$ cat config.mk
export PLATFORM = sky130hd
export DESIGN_NAME = nibble_sum_accum
export DESIGN_NICKNAME = d
export VERILOG_FILES = /design/src/rtl/nibble_sum_accum.sv
export SDC_FILE = /design/constraint.sdc
export NUM_CORES = 1
export LEC_CHECK = 0
export BUFFER_PORTS_ARGS = -buffer_cell sky130_fd_sc_hd__buf_2
export CAP_MARGIN = 0
export CORE_MARGIN = 4
export CORE_UTILIZATION = 53
export DETAILED_ROUTE_END_ITERATION = 10
export PLACE_DENSITY_LB_ADDON = 0.05
export RECOVER_POWER = 100
export SLEW_MARGIN = 30
export SYNTH_ARGS = -nofsm -noshare
export SYNTH_HDL_FRONTEND = slang
export SYNTH_SLANG_ARGS = --single-unit
$ cat constraint.sdc
create_clock -name clk -period 2.2 [get_ports clk]
set_clock_uncertainty 0.1 [all_clocks]
set_input_delay 0.11 -clock clk [delete_from_list [all_inputs] [get_ports clk]]
set_output_delay 0.11 -clock clk [all_outputs]
set_load 0.1 [all_outputs]
$ cat src/rtl/nibble_sum_accum.sv
// Saturating accumulator for the nibble-adder result.
// Synchronised add/clear strobes, sample counter, FULL and sticky SAT status.
module nibble_sum_accum #(
  parameter int ACC_W     = 8,
  parameter int CNT_W     = 4,
  parameter int MAX_COUNT = 15
) (
  input  logic             clk,
  input  logic             rst_n,
  input  logic             ena,
  input  logic [4:0]       sum_in,
  input  logic             add_raw,
  input  logic             clr_raw,
  output logic [ACC_W-1:0] acc_out,
  output logic [CNT_W-1:0] count_out,
  output logic             full,
  output logic             sat
);

  // state | meaning
  // IDLE  | no samples accepted, count == 0
  // ACCUM | 0 < count < MAX_COUNT
  // FULL  | count == MAX_COUNT, further adds ignored

  typedef enum logic [1:0] {
    IDLE  = 2'd0,
    ACCUM = 2'd1,
    FULL  = 2'd2
  } state_t;

  localparam logic [ACC_W-1:0] ACC_MAX = {ACC_W{1'b1}};
  localparam logic [CNT_W-1:0] CNT_MAX = CNT_W'(MAX_COUNT);

  state_t state, state_nxt;

  logic [2:0] add_sync, clr_sync;
  logic       add_pulse, clr_pulse;
  logic       add_act, clr_act;

  logic [ACC_W:0]   acc_sum;
  logic [CNT_W-1:0] count_inc;

  logic [ACC_W-1:0] acc_d;
  logic [CNT_W-1:0] count_d;
  logic             sat_d;
  logic             full_d;

  // Bit 0 = s1, bit 1 = s2, bit 2 = edge-history flop s3.
  always_ff @(posedge clk or negedge rst_n) begin
    if (!rst_n) begin
      add_sync <= 3'b000;
      clr_sync <= 3'b000;
    end else begin
      add_sync <= {add_sync[1:0], add_raw};
      clr_sync <= {clr_sync[1:0], clr_raw};
    end
  end

  assign add_pulse = add_sync[1] & ~add_sync[2];
  assign clr_pulse = clr_sync[1] & ~clr_sync[2];

  // Clear takes priority; a coincident add is dropped rather than deferred.
  assign clr_act = ena & clr_pulse;
  assign add_act = ena & add_pulse & ~clr_pulse;

  assign acc_sum   = {1'b0, acc_out} + {{(ACC_W-4){1'b0}}, sum_in};
  assign count_inc = count_out + 1'b1;

  always_ff @(posedge clk or negedge rst_n) begin
    if (!rst_n) begin
      state     <= IDLE;
      acc_out   <= '0;
      count_out <= '0;
      sat       <= 1'b0;
      full      <= 1'b0;
    end else begin
      state     <= state_nxt;
      acc_out   <= acc_d;
      count_out <= count_d;
      sat       <= sat_d;
      full      <= full_d;
    end
  end

  always_comb begin
    state_nxt = state;
    if (clr_act) begin
      state_nxt = IDLE;
    end else if (add_act) begin
      case (state)
        IDLE:    state_nxt = (CNT_MAX == 1) ? FULL : ACCUM;
        ACCUM:   state_nxt = (count_inc == CNT_MAX) ? FULL : ACCUM;
        FULL:    state_nxt = FULL;
        default: state_nxt = IDLE;
      endcase
    end
  end

  always_comb begin
    acc_d   = acc_out;
    count_d = count_out;
    sat_d   = sat;
    if (clr_act) begin
      acc_d   = '0;
      count_d = '0;
      sat_d   = 1'b0;
    end else if (add_act && state != FULL) begin
      count_d = count_inc;
      if (acc_sum > {1'b0, ACC_MAX}) begin
        acc_d = ACC_MAX;
        sat_d = 1'b1;
      end else begin
        acc_d = acc_sum[ACC_W-1:0];
      end
    end
    full_d = (state_nxt == FULL);
  end

endmodule

* Word-level counts from Yosys, hierarchy flattened *
Cells that the tools add are included.

operators by class
  magnitude comparators = 1
  bitwise operators = 8
  reductions and logical operators = 5
  muxes and demuxes = 12
  eq/ne operators = 5
  $add $sub $neg = 2

operators by type and width
  kind                                                                   count
  8-bit two-way mux                                                      3
  8-bit by 5-bit adder with 9-bit output                                 1
  9-bit by 8-bit > comparator with 1-bit output (second input constant)  1
  4-bit two-way mux                                                      2
  2-bit two-way mux                                                      3
  2-bit one-hot mux with 3 select lines                                  1
  1-bit bitwise AND                                                      5
  4-bit by 1-bit adder with 4-bit output (second input constant)         1
  2-bit == test (second input constant)                                  2
  4-bit == test (second input constant)                                  1
  2-bit nonzero test                                                     2
  1-bit two-way mux                                                      3
  1-bit NOT                                                              3
  2-bit by 1-bit == test with 1-bit output (second input constant)       1
  2-bit logical NOT                                                      1
  2-bit inequality test (second input constant)                          1
  2-bit AND reduction                                                    1
  1-bit logical AND                                                      1

storage, ports and cells
  output and inout port bits = 14
  input bits = 10
  word-level logic and storage cells = 40
  flip-flop bits (word level) = 22

* Logic depth before layout (Yosys ltp) *
  depth after elaboration = 7
  gate-level depth with buffers = 7
  depth with buffers taken out = 7

* Worst setup path before layout *
Ideal clock, no wire load.

  path type = reg-to-reg
  start = reg acc_out[0]
  end = reg acc_out[6]
  period minus slack after synthesis = 2.581 ns
  data required time = 2.006 ns
  library setup time = 0.094 ns
  stages on the path, launching flop included = 8
  path buffers = 0
  path slack = -0.381 ns
  data arrival time = 2.387 ns
  path through = dfrtp_1 > ha_1 > inv_1 > fa_1 > nor2b_1 > o31a_1 > o211ai_1 > a211oi_1

between the ends
  cells in the longest elaborated chain, start to end = 5

ends and longest elaborated chain
  item                                           line  source
  start, declared                                14    output logic [ACC_W-1:0] acc_out,
  start signal, assigned                         72    acc_out <= '0;
  start signal, assigned                         78    acc_out <= acc_d;
  8-bit by 5-bit adder with 9-bit output *       66    assign acc_sum = {1'b0, acc_out} + {{(ACC_W-4){1'b0}}, sum_in};
  9-bit by 8-bit > comparator with 1-bit output  109   if (acc_sum > {1'b0, ACC_MAX}) begin
  8-bit two-way mux *                            109
  8-bit two-way mux *                            107   end else if (add_act && state != FULL) begin
  8-bit two-way mux *                            103   if (clr_act) begin

Mark *: on every way between the ends. The rest lies on a longest branch, timed or not. The select of a mux whose other input is x is not followed.
A chain may end at the register's enable or synchronous reset.

* Worst setup path in the final report *
Same ends and word-level chain as after synthesis.

==> summary.txt <==
Status
  • Run status: completed

Logic synthesis
  • Yosys top cell area share: 45.8%
  • Cells after Synth: 114
  • Mapped cell area: ~0.0012 mm^2
  • Syn_nets: about 130
  • Avg Inst Size Synth: 10.5 um^2
  • Post-synth ARST share: 100%
  • Yosys warning total: 0
  • Dominant synthesized flop cell: dfrtp_1
  • Cell taking the most area after synthesis: dfrtp_1
  • Synth cell count leaders: dfrtp_1 (22), inv_1 (9), ha_1 (7), nand3_1 (7)
  • Top-count cell post-synth: dfrtp_1
  • Synthesized flop and latch total: 22
  • Post-synth EDFFs: 0
  • Post-synthesis sequential area ratio: between 40% and 50%
  • Synth cell types: 44
  • Area contributors post-synth: dfrtp_1 (46%), ha_1 (7.3%), nand3_1 (2.9%)

Detailed routing
  • First-iteration detailed-routing DRC count: 18
  • DR vias/cell: 5.79
  • Routed WL: around 2.5 mm
  • Post-route ant nets: 0
  • Routed via count: 990
  • Wire per inst: 14.8 um
  • Drt first pass iters: 4
  • # DRC: 0

Critical path
  • Critical path, cell by cell: ha_1, inv_1, fa_1, nor2b_2, o31a_1, o211ai_1, a211oi_1
  • Nature of the critical path endpoint: flop
  • Setup CP Type: reg -> reg
  • Setup crit start kind: flop
  • Crit path largest cell delay: ~0.44 ns
  • Worst endpoint data arrival time: 2.23 ns
  • Crit path max fanout: 5
  • Worst path bufs/invs: 1
  • CP max-delay cell: dfrtp_4
  • CP delay by family, top: compound AO/OA/AOI/OAI gates
  • CP required: 2.32 ns

Power
  • Part of the power in registers: 39.0%
  • Switch Pwr: 606 uW
  • Internal power: 688 uW
  • VDD IR-drop max: 701 uV
  • Clk pwr share: between 10% and 20%
  • Sw frac: 46.8%
  • Pleak: 0.664 nW
  • Pwr dens: 906 mW/mm^2
  • Combinational Power Share: 43.7%

STA
  • Setup violations, final: 0
  • Slew @ Worst Pin: 1.18 ns
  • Minimum clock period: 2.10 ns
  • RSZ-0062 raised after global routing: yes
  • Final Max Tran Viols: 0
  • Setup_tns: 0 ns
  • FMAX: 475 MHz
  • Final Cycle Share: 95.7%
  • Final Hold Fails: 0
  • Hold WS: 0.0974 ns
  • Slew margin rel.: 21.4%

Worst hold path
  • Worst hold-check path type: in -> reg

Clock tree
  • CTS tree: built
  • TritonCTS Buffers: 3
  • Clock latency on the worst-skew pair: 0.30 ns
  • Post-CTS Repair Setup Buffers: 0
  • H-tree levels: 1
  • CTS max path bufs: 2
  • Clk slew on worst S/H paths: 0.12 ns
  • Clock root cell: clkbuf_4
  • Sink Count: 22

Floorplan
  • Core ar.: 0.00206 mm^2
  • FP Rows: 16
  • Initial Util: 58.3%
  • Die width: 55.6 um
  • Die area: 0.00309 mm^2
  • # IOs: 24
  • Die height: approximately 56 um

GRT
  • First-pass GRT wire length: 4.33 mm
  • GRT Residual Overflow: 0
  • Largest net degree at the start of global routing: 23
  • Vias in the first global route: 1016
  • Initial antenna violation count: 0
  • Total GRT Usage: 16.9%

Final layout
  • Fin area: 0.00143 mm^2
  • Final #Nets: 163
  • # diodes: 0
  • Storage cell area: 558 um^2
  • Area of the multi-input gates: 624 um^2
  • Fin cells: 171
  • Area Growth Syn to Fin: 18.8%
  • Layout cell share with drive strength beyond 1: 21.5%
  • Fillcell total: 186

Placed design
  • PortBufs: 23
  • Placer congestion estimate: between 0.8 and 0.9
  • Detailed Place HPWL: 1.84 mm
  • Cell Area, Placed: approximately 0.0014 mm^2
  • Total placed cells including tap cells: 164

Run
  • Max cap viols: 0
-- worst paths after layout --
check | from | endpoint | slack (ns) | depth (start not counted)
setup reg to reg | acc_out[0] | acc_out[6] | 0.1 | 7
setup / recovery | acc_out[0] | acc_out[6] | 0.1 | 7
max in group asynchronous | rst_n | acc_out[0] | 0.72 | 2
hold reg to reg | add_sync[0] | add_sync[1] | 0.27 | 0
hold / removal | sum_in[0] | acc_out[0] | 0.1 | 4
min in group asynchronous | rst_n | count_out[3] | 0.45 | 2
-- layout make-up --
class,count,area share [%]
multi-input cells,82,43.7
flip-flops and latches,22,39.1
repair buffers,27,9.98
clock buffers,4,2.54
inverters,9,2.36
well taps,27,2.36
-- state kept, by name, indices dropped and copies added, names as in the netlist --
signal / flops
sat: 1
full: 1
acc_out: 8
add_sync: 3
state: 2
count_out: 4
clr_sync: 3
-- cells by family after synthesis --
family,Yosys count,share of synthesized area [%]
compound gates,32,19.5
xor+xnor,2,1.46
flops,22,45.8
simple gates,38,19.5
fa+ha+maj,8,8.95
buf+inv,10,3.23
mux,2,1.66
-- tightest hold or removal path: stages --
cell and delay [ns]:
buf_2 0.08, ha_1 0.12, nor2_1 0.04, o21ai_1 0.11
-- repair_timing --
action                     CTS  global route
hold buffers                 3             0
resized for setup            0             2
setup endpoints to repair    0             1
hold endpoints to repair    24             0
-- metal layers --
layer,global-route usage [%],up-vias,part of all wire (%)
met4,5.56,0,0.67
met3,3.48,2,5.0
met1,20.3,480,43
met5,0,-,0
met2,29.9,27,51
li1,-,481,-
-- power by group through the flow --
stage	Clock [mW]	Combinational (mW)	Sequential, mW
3_3_place_gp	0	0.550	0.506
4_1_cts	0.227	0.566	0.503
3_5_place_dp	0	0.559	0.510
6_report	0.224	0.565	0.505
5_1_grt	0.247	0.600	0.512
2_1_floorplan	0	0.186	0.777
-- cells in the final DEF, fill, tap and decap left out, types with 2 or more instances in the layout --
cell type,instances
nand2_1,6
clkbuf_4,3
clkbuf_1,8
o211ai_1,3
and2_1,2
o21ai_0,2
o31ai_1,2
a211o_1,2
nor2b_2,2
ha_1,7
nor2_1,6
a21oi_1,3
nand3_1,7
dfrtp_1,18
o21ai_1,4
a211oi_1,4
nor2b_1,4
dlygate4sd3_1,3
mux2i_1,2
buf_2,15
inv_1,9
dfrtp_2,3
-- stage by stage --
step	power, mW	setup WS (ns)	util, %
4_1_cts	1.30	0.106	69.2
2_1_floorplan	0.963	0.00160	-
3_3_place_gp	1.06	0.214	66.0
6_report	1.29	0.0956	69.3
5_1_grt	1.36	-0.0391	69.3
3_5_place_dp	1.07	0.124	66.0
Power figures use the tool's default switching activity.
